$ cat src/rtl/uart_rx_fifo.sv
// First-word-fall-through receive buffer behind the UART receiver; input is never stalled, overflow bytes are dropped and counted.
// Build option: define UART_RX_FIFO_DROP_ERR_EN to discard error-tagged bytes instead of storing them.
module uart_rx_fifo #(
    parameter int DATA_WIDTH = 8,
    parameter int ADDR_WIDTH = 4
) (
    input  logic                  clk,
    input  logic                  rst,
    input  logic [DATA_WIDTH-1:0] s_axis_tdata,
    input  logic                  s_axis_tvalid,
    output logic                  s_axis_tready,
    input  logic                  s_axis_error,
    output logic [DATA_WIDTH-1:0] m_axis_tdata,
    output logic                  m_axis_tvalid,
    input  logic                  m_axis_tready,
    output logic                  m_axis_error,
    output logic [ADDR_WIDTH:0]   count,
    output logic                  full,
    output logic                  empty,
    output logic [15:0]           overflow_count,
    output logic [15:0]           err_count,
    input  logic                  clr_counts
);

    localparam int DEPTH = 1 << ADDR_WIDTH;
    localparam logic [ADDR_WIDTH:0] FULL_COUNT = (ADDR_WIDTH + 1)'(DEPTH);
`ifdef UART_RX_FIFO_DROP_ERR_EN
    localparam int ENTRY_W = DATA_WIDTH;
`else
    localparam int ENTRY_W = DATA_WIDTH + 1;
`endif

    logic [ENTRY_W-1:0]    mem_q [DEPTH];
    logic [ADDR_WIDTH-1:0] wr_ptr_q, wr_ptr_d;
    logic [ADDR_WIDTH-1:0] rd_ptr_q, rd_ptr_d;
    logic [ADDR_WIDTH:0]   count_q, count_d;
    logic [15:0]           ovf_q, ovf_d;
    logic [15:0]           err_q, err_d;

    logic                  push_req;
    logic                  pop;
    logic                  wr_en;
    logic                  drop;
    logic                  err_evt;
    logic [ENTRY_W-1:0]    wr_entry;
    logic [ENTRY_W-1:0]    head_entry;

    assign s_axis_tready = 1'b1;
    assign full          = (count_q == FULL_COUNT);
    assign empty         = (count_q == '0);
    assign count         = count_q;
    assign overflow_count = ovf_q;
    assign err_count     = err_q;

    // Error-tagged bytes are filtered before the FIFO when the drop option is built in,
    // so they can neither occupy an entry nor register as an overflow.
`ifdef UART_RX_FIFO_DROP_ERR_EN
    assign push_req = s_axis_tvalid & ~s_axis_error;
    assign wr_entry = s_axis_tdata;
`else
    assign push_req = s_axis_tvalid;
    assign wr_entry = {s_axis_error, s_axis_tdata};
`endif

    assign pop     = ~empty & m_axis_tready;
    assign wr_en   = push_req & (~full | pop);
    assign drop    = push_req & full & ~pop;
    assign err_evt = s_axis_tvalid & s_axis_error;

    assign head_entry    = mem_q[rd_ptr_q];
    assign m_axis_tdata  = head_entry[DATA_WIDTH-1:0];
    assign m_axis_tvalid = ~empty;
`ifdef UART_RX_FIFO_DROP_ERR_EN
    assign m_axis_error  = 1'b0;
`else
    assign m_axis_error  = head_entry[DATA_WIDTH] & ~empty;
`endif

    always_comb begin
        wr_ptr_d = wr_ptr_q;
        rd_ptr_d = rd_ptr_q;
        count_d  = count_q;
        ovf_d    = ovf_q;
        err_d    = err_q;

        if (wr_en) begin
            wr_ptr_d = wr_ptr_q + ADDR_WIDTH'(1);
        end
        if (pop) begin
            rd_ptr_d = rd_ptr_q + ADDR_WIDTH'(1);
        end

        if (wr_en && !pop) begin
            count_d = count_q + (ADDR_WIDTH + 1)'(1);
        end else if (pop && !wr_en) begin
            count_d = count_q - (ADDR_WIDTH + 1)'(1);
        end

        // A clear wins over a coincident event, which is then lost rather than counted.
        if (clr_counts) begin
            ovf_d = '0;
            err_d = '0;
        end else begin
            if (drop && ovf_q != 16'hFFFF) begin
                ovf_d = ovf_q + 16'd1;
            end
            if (err_evt && err_q != 16'hFFFF) begin
                err_d = err_q + 16'd1;
            end
        end
    end

    always_ff @(posedge clk) begin
        if (rst) begin
            wr_ptr_q <= '0;
            rd_ptr_q <= '0;
            count_q  <= '0;
            ovf_q    <= '0;
            err_q    <= '0;
        end else begin
            wr_ptr_q <= wr_ptr_d;
            rd_ptr_q <= rd_ptr_d;
            count_q  <= count_d;
            ovf_q    <= ovf_d;
            err_q    <= err_d;
        end
    end

    // Storage is deliberately not reset; the pointers alone define validity.
    always_ff @(posedge clk) begin
        if (!rst && wr_en) begin
            mem_q[wr_ptr_q] <= wr_entry;
        end
    end

endmodule

$ cat config.mk
export PLATFORM = sky130hd
export DESIGN_NAME = uart_rx_fifo
export DESIGN_NICKNAME = d
export VERILOG_FILES = /design/src/rtl/uart_rx_fifo.sv
export SDC_FILE = /design/constraint.sdc
export NUM_CORES = 1
export LEC_CHECK = 0
export CORE_MARGIN = 5
export CORE_UTILIZATION = 35
export CTS_CLUSTER_SIZE = 12
export DETAILED_ROUTE_END_ITERATION = 8
export SYNTH_ARGS = -nofsm -noshare
export SYNTH_HDL_FRONTEND = slang
export SYNTH_SLANG_ARGS = --single-unit
export TNS_END_PERCENT = 50
$ cat constraint.sdc
create_clock -name clk -period 5.95 [get_ports clk]
set_input_delay 1.19 -clock clk [delete_from_list [all_inputs] [get_ports clk]]
set_output_delay 1.19 -clock clk [all_outputs]
set_load 0.005 [all_outputs]
==> impl_summary.md <==
Synth
The synthesized net count is 554. The prevailing post-synth register cell is sky130_fd_sc_hd__edfxtp_1. Counting flops and latches in the post-synthesis netlist gives 193. The cell area that synthesis handed to floorplanning was 8110 sq um. The average footprint of a synthesized cell is 15.4 sq um. Ranked by total cell area, the synthesized netlist is headed by sky130_fd_sc_hd__edfxtp_1, sky130_fd_sc_hd__mux4_2, sky130_fd_sc_hd__dfxtp_1. The share of synthesized area in the top cell type comes to 0.533. After synthesis, the most frequently instantiated cells are sky130_fd_sc_hd__edfxtp_1, sky130_fd_sc_hd__dfxtp_1, sky130_fd_sc_hd__mux4_2. The biggest area consumer among synthesized cells is sky130_fd_sc_hd__edfxtp_1. Of the synthesized area, sequential elements account for 0.654. Yosys mapped a number of flops with a built-in enable equal to 144. By instance count, the leading cell after synthesis is sky130_fd_sc_hd__edfxtp_1. Counting every instance in the synthesized netlist gives 528. The distinct cell type count after synthesis is 51. For this run, asynchronously set or reset flops after synthesis account for 0. The number of synthesis warnings is 0.

Worst hold path
Counting instances, the worst hold path has a depth of 2. The classification of the worst-slack hold path is reg -> reg.

Final layout
The synthesis-to-layout area growth is 18.8%. The ratio of cells with drive above 1 in the final layout is 0.155. The number of nets in the layout is 621.

Route
Summing over every cut layer, the via total after detailed routing is 4922. The detailed router finished its first iteration with 295 violations. The remaining design rule violation count is 0. The final antenna-violating net count is 0. The sum of routed wire length over all layers is 18.3 mm. The first detailed-routing pass took 4 iterations. Dividing the detail-routed wire length by the instance count gives 20.5 microns. The average vias per placed instance is 5.51.

STA
The slew at the pin closest to its max-slew limit is 1220 ps. The timing-limited maximum frequency is 0.224 GHz. Setup total negative slack on the finished layout was measured at 0 ps.

The worst slew margin relative to its limit is 0.185. The final setup violation count is 0. Setup repair after global routing left no endpoint under its margin. The number of failing hold endpoints at the final stage is 0.

The worst slack on hold paths is 495 ps. The smallest clock period supported by the final layout is computed as 4470 ps. The number of slew-limit violations in the final report came to 0.

Clock skew on the completed layout was measured at 12.0 ps. Of the available clock period, the critical path in the final layout requires 0.751.

Setup path
The worst path required time is 4760 ps. In this run the worst path has a maximum fanout of 27. The worst setup path is captured at a primary output. The data arrival time of the worst path is 3280 ps. Measured in cells, the most critical reg-to-reg path has a length of 10. The startpoint class of the critical path is a flip-flop.

The worst setup path category is reg -> out.

Clock network
Buffers inserted to repair hold after CTS numbered 0. Clock-pin slew was measured on the worst setup and hold paths at 70 ps. The TritonCTS clock tree is built. The TritonCTS buffer count is 17.

The buffer levels on the longest clock path is 2. The count of cells resized by post-cts repair is 0. The clock net in this run drives a total of 193 sinks.

The clock latency on the worst-skew pair is 440 ps. Post-CTS timing repair inserted 0 buffers for setup. The deepest level of the CTS H-tree is 4. The tree is rooted in a sky130_fd_sc_hd__clkbuf_16.

Global route
The global routing usage summed across all routing layers is 0.142. The pin count of the biggest net entering global routing is 29. After global routing the overflow that remains totals 0.

The first global-routing pass estimated 28.5 mm of wire. The via count of the first global-routing pass is 4876. The number of antenna violations at the first check in global routing was 1.

Power
Summed over all cells, the static leakage comes to 2.99 nW. The areal power density over the cells is 346 nW/um^2. The maximum resistive drop on vdd is 0.233 mV.

Run status
The flow ran to the end, and the final reports show no timing, DRC or antenna violations.

Die
From left edge to right edge, the die measures 162 microns. From bottom edge to top edge, the die measures 162 microns. The starting density of the core is 0.357. The number of cell rows is 55. The floorplan step defined a die boundary enclosing 26300 sq um.

After floorplanning, the core was sized to cover 22700 sq um. The number of ports placed on the die boundary is 64.

Placed design
The detailed-placement wirelength estimate is 11.6 mm. The final weighted congestion in routability-driven placement is 0.790. The number of buffer cells added on primary ports is 62.

Run
The count of max-cap constraint violations is 0.
[state kept, by name (all words and copies together) (netlist names), named ones only]
| name | count |
|---|---|
| mem_q | 144 |
| err_count | 16 |
| overflow_count | 16 |
| count | 5 |
| rd_ptr_q | 4 |
| wr_ptr_q | 4 |
[layout make-up]
cell class              instances  area, sq um
fillers                      2033        13100
clock buffers                  18          429
diodes                          1         2.50
well taps                     285          357
clock inverters                14          145
flip-flops and latches        193         5310
repair buffers                 74          714
multi-input cells             298         2650
inverters                      11         41.3
[final timing paths]
check / startpoint / to / slack (ps)
setup / recovery: flip-flop / m_axis_tdata[2] / 1480
hold reg to reg: overflow_count[1]$_SDFFE_PP0P_ / overflow_count[1]$_SDFFE_PP0P_ / 500
hold / removal: overflow_count[1]$_SDFFE_PP0P_ / overflow_count[1]$_SDFFE_PP0P_ / 500
setup reg to reg: count[0]$_SDFFE_PP0P_ / count[4]$_SDFFE_PP0P_ / 2430
[critical path, stage by stage (launching register included)]
cell and delay [ps]:
sky130_fd_sc_hd__dfxtp_2 980, sky130_fd_sc_hd__buf_4 380, sky130_fd_sc_hd__mux4_2 530, sky130_fd_sc_hd__mux4_2 480
sky130_fd_sc_hd__clkdlybuf4s50_1 460
[metrics by stage]
stage	instance area, sq um	util	power [mW]	instances	worst slack (ps)
finish	9640	0.425	3.34	894	1480
global route	9640	0.425	3.49	894	1180
CTS	9630	0.424	3.37	892	1350
detailed placement	9050	0.399	2.25	860	1820
global placement	9050	0.399	2.24	860	1890
floorplan	8110	-	2.02	528	2620
[kinds of logic (layout without fill, tap and decap cells)]
kind of cell	count (synthesis)	count (layout)	share of synthesized area
flip-flops	193	193	0.654
AND/OR/NAND/NOR	154	154	0.102
AO/OA/AOI/OAI	62	62	0.0510
multiplexers	60	60	0.144
buffers and inverters	37	117	0.0200
adder cells (fa/ha/maj)	12	12	0.0194
XOR/XNOR	9	9	0.00972
other	1	2	0.000462
[layer usage]
layer / vias up / track usage / wire length [microns]
met4: 0 / 0.0511 / 350
met2: 139 / 0.216 / 8630
met5: - / 0 / 0
met3: 26 / 0.0310 / 779
met1: 2523 / 0.201 / 8580
li1: 2234 / - / -
[layout by cell type (no fill, tap or decap), types with 5 or more instances in the layout]
master / count
sky130_fd_sc_hd__edfxtp_1: 144
sky130_fd_sc_hd__clkdlybuf4s50_1: 62
sky130_fd_sc_hd__dfxtp_1: 48
sky130_fd_sc_hd__mux4_2: 45
sky130_fd_sc_hd__nor2_1: 37
sky130_fd_sc_hd__nand2_1: 29
sky130_fd_sc_hd__a21oi_1: 19
sky130_fd_sc_hd__clkbuf_16: 17
sky130_fd_sc_hd__or3_1: 15
sky130_fd_sc_hd__mux2i_1: 14
sky130_fd_sc_hd__nand3_1: 13
sky130_fd_sc_hd__nand4_1: 12
sky130_fd_sc_hd__inv_1: 11
sky130_fd_sc_hd__ha_1: 11
sky130_fd_sc_hd__buf_4: 11
sky130_fd_sc_hd__o31ai_1: 9
sky130_fd_sc_hd__or4_1: 8
sky130_fd_sc_hd__nor4_1: 8
sky130_fd_sc_hd__nor3_1: 8
sky130_fd_sc_hd__o21ai_0: 7
sky130_fd_sc_hd__and4_1: 6
sky130_fd_sc_hd__a211oi_1: 6
sky130_fd_sc_hd__xor2_1: 6
sky130_fd_sc_hd__inv_8: 5
[where the power goes]
group	internal, mW	total [mW]	leakage (nW)	switching [mW]
sequential	1.48	1.58	1.69	0.0979
combinational	0.383	0.635	1.02	0.251
clock	0.593	1.13	0.278	0.532
total	2.46	3.34	2.99	0.881
Power figures use the tool's default switching activity.
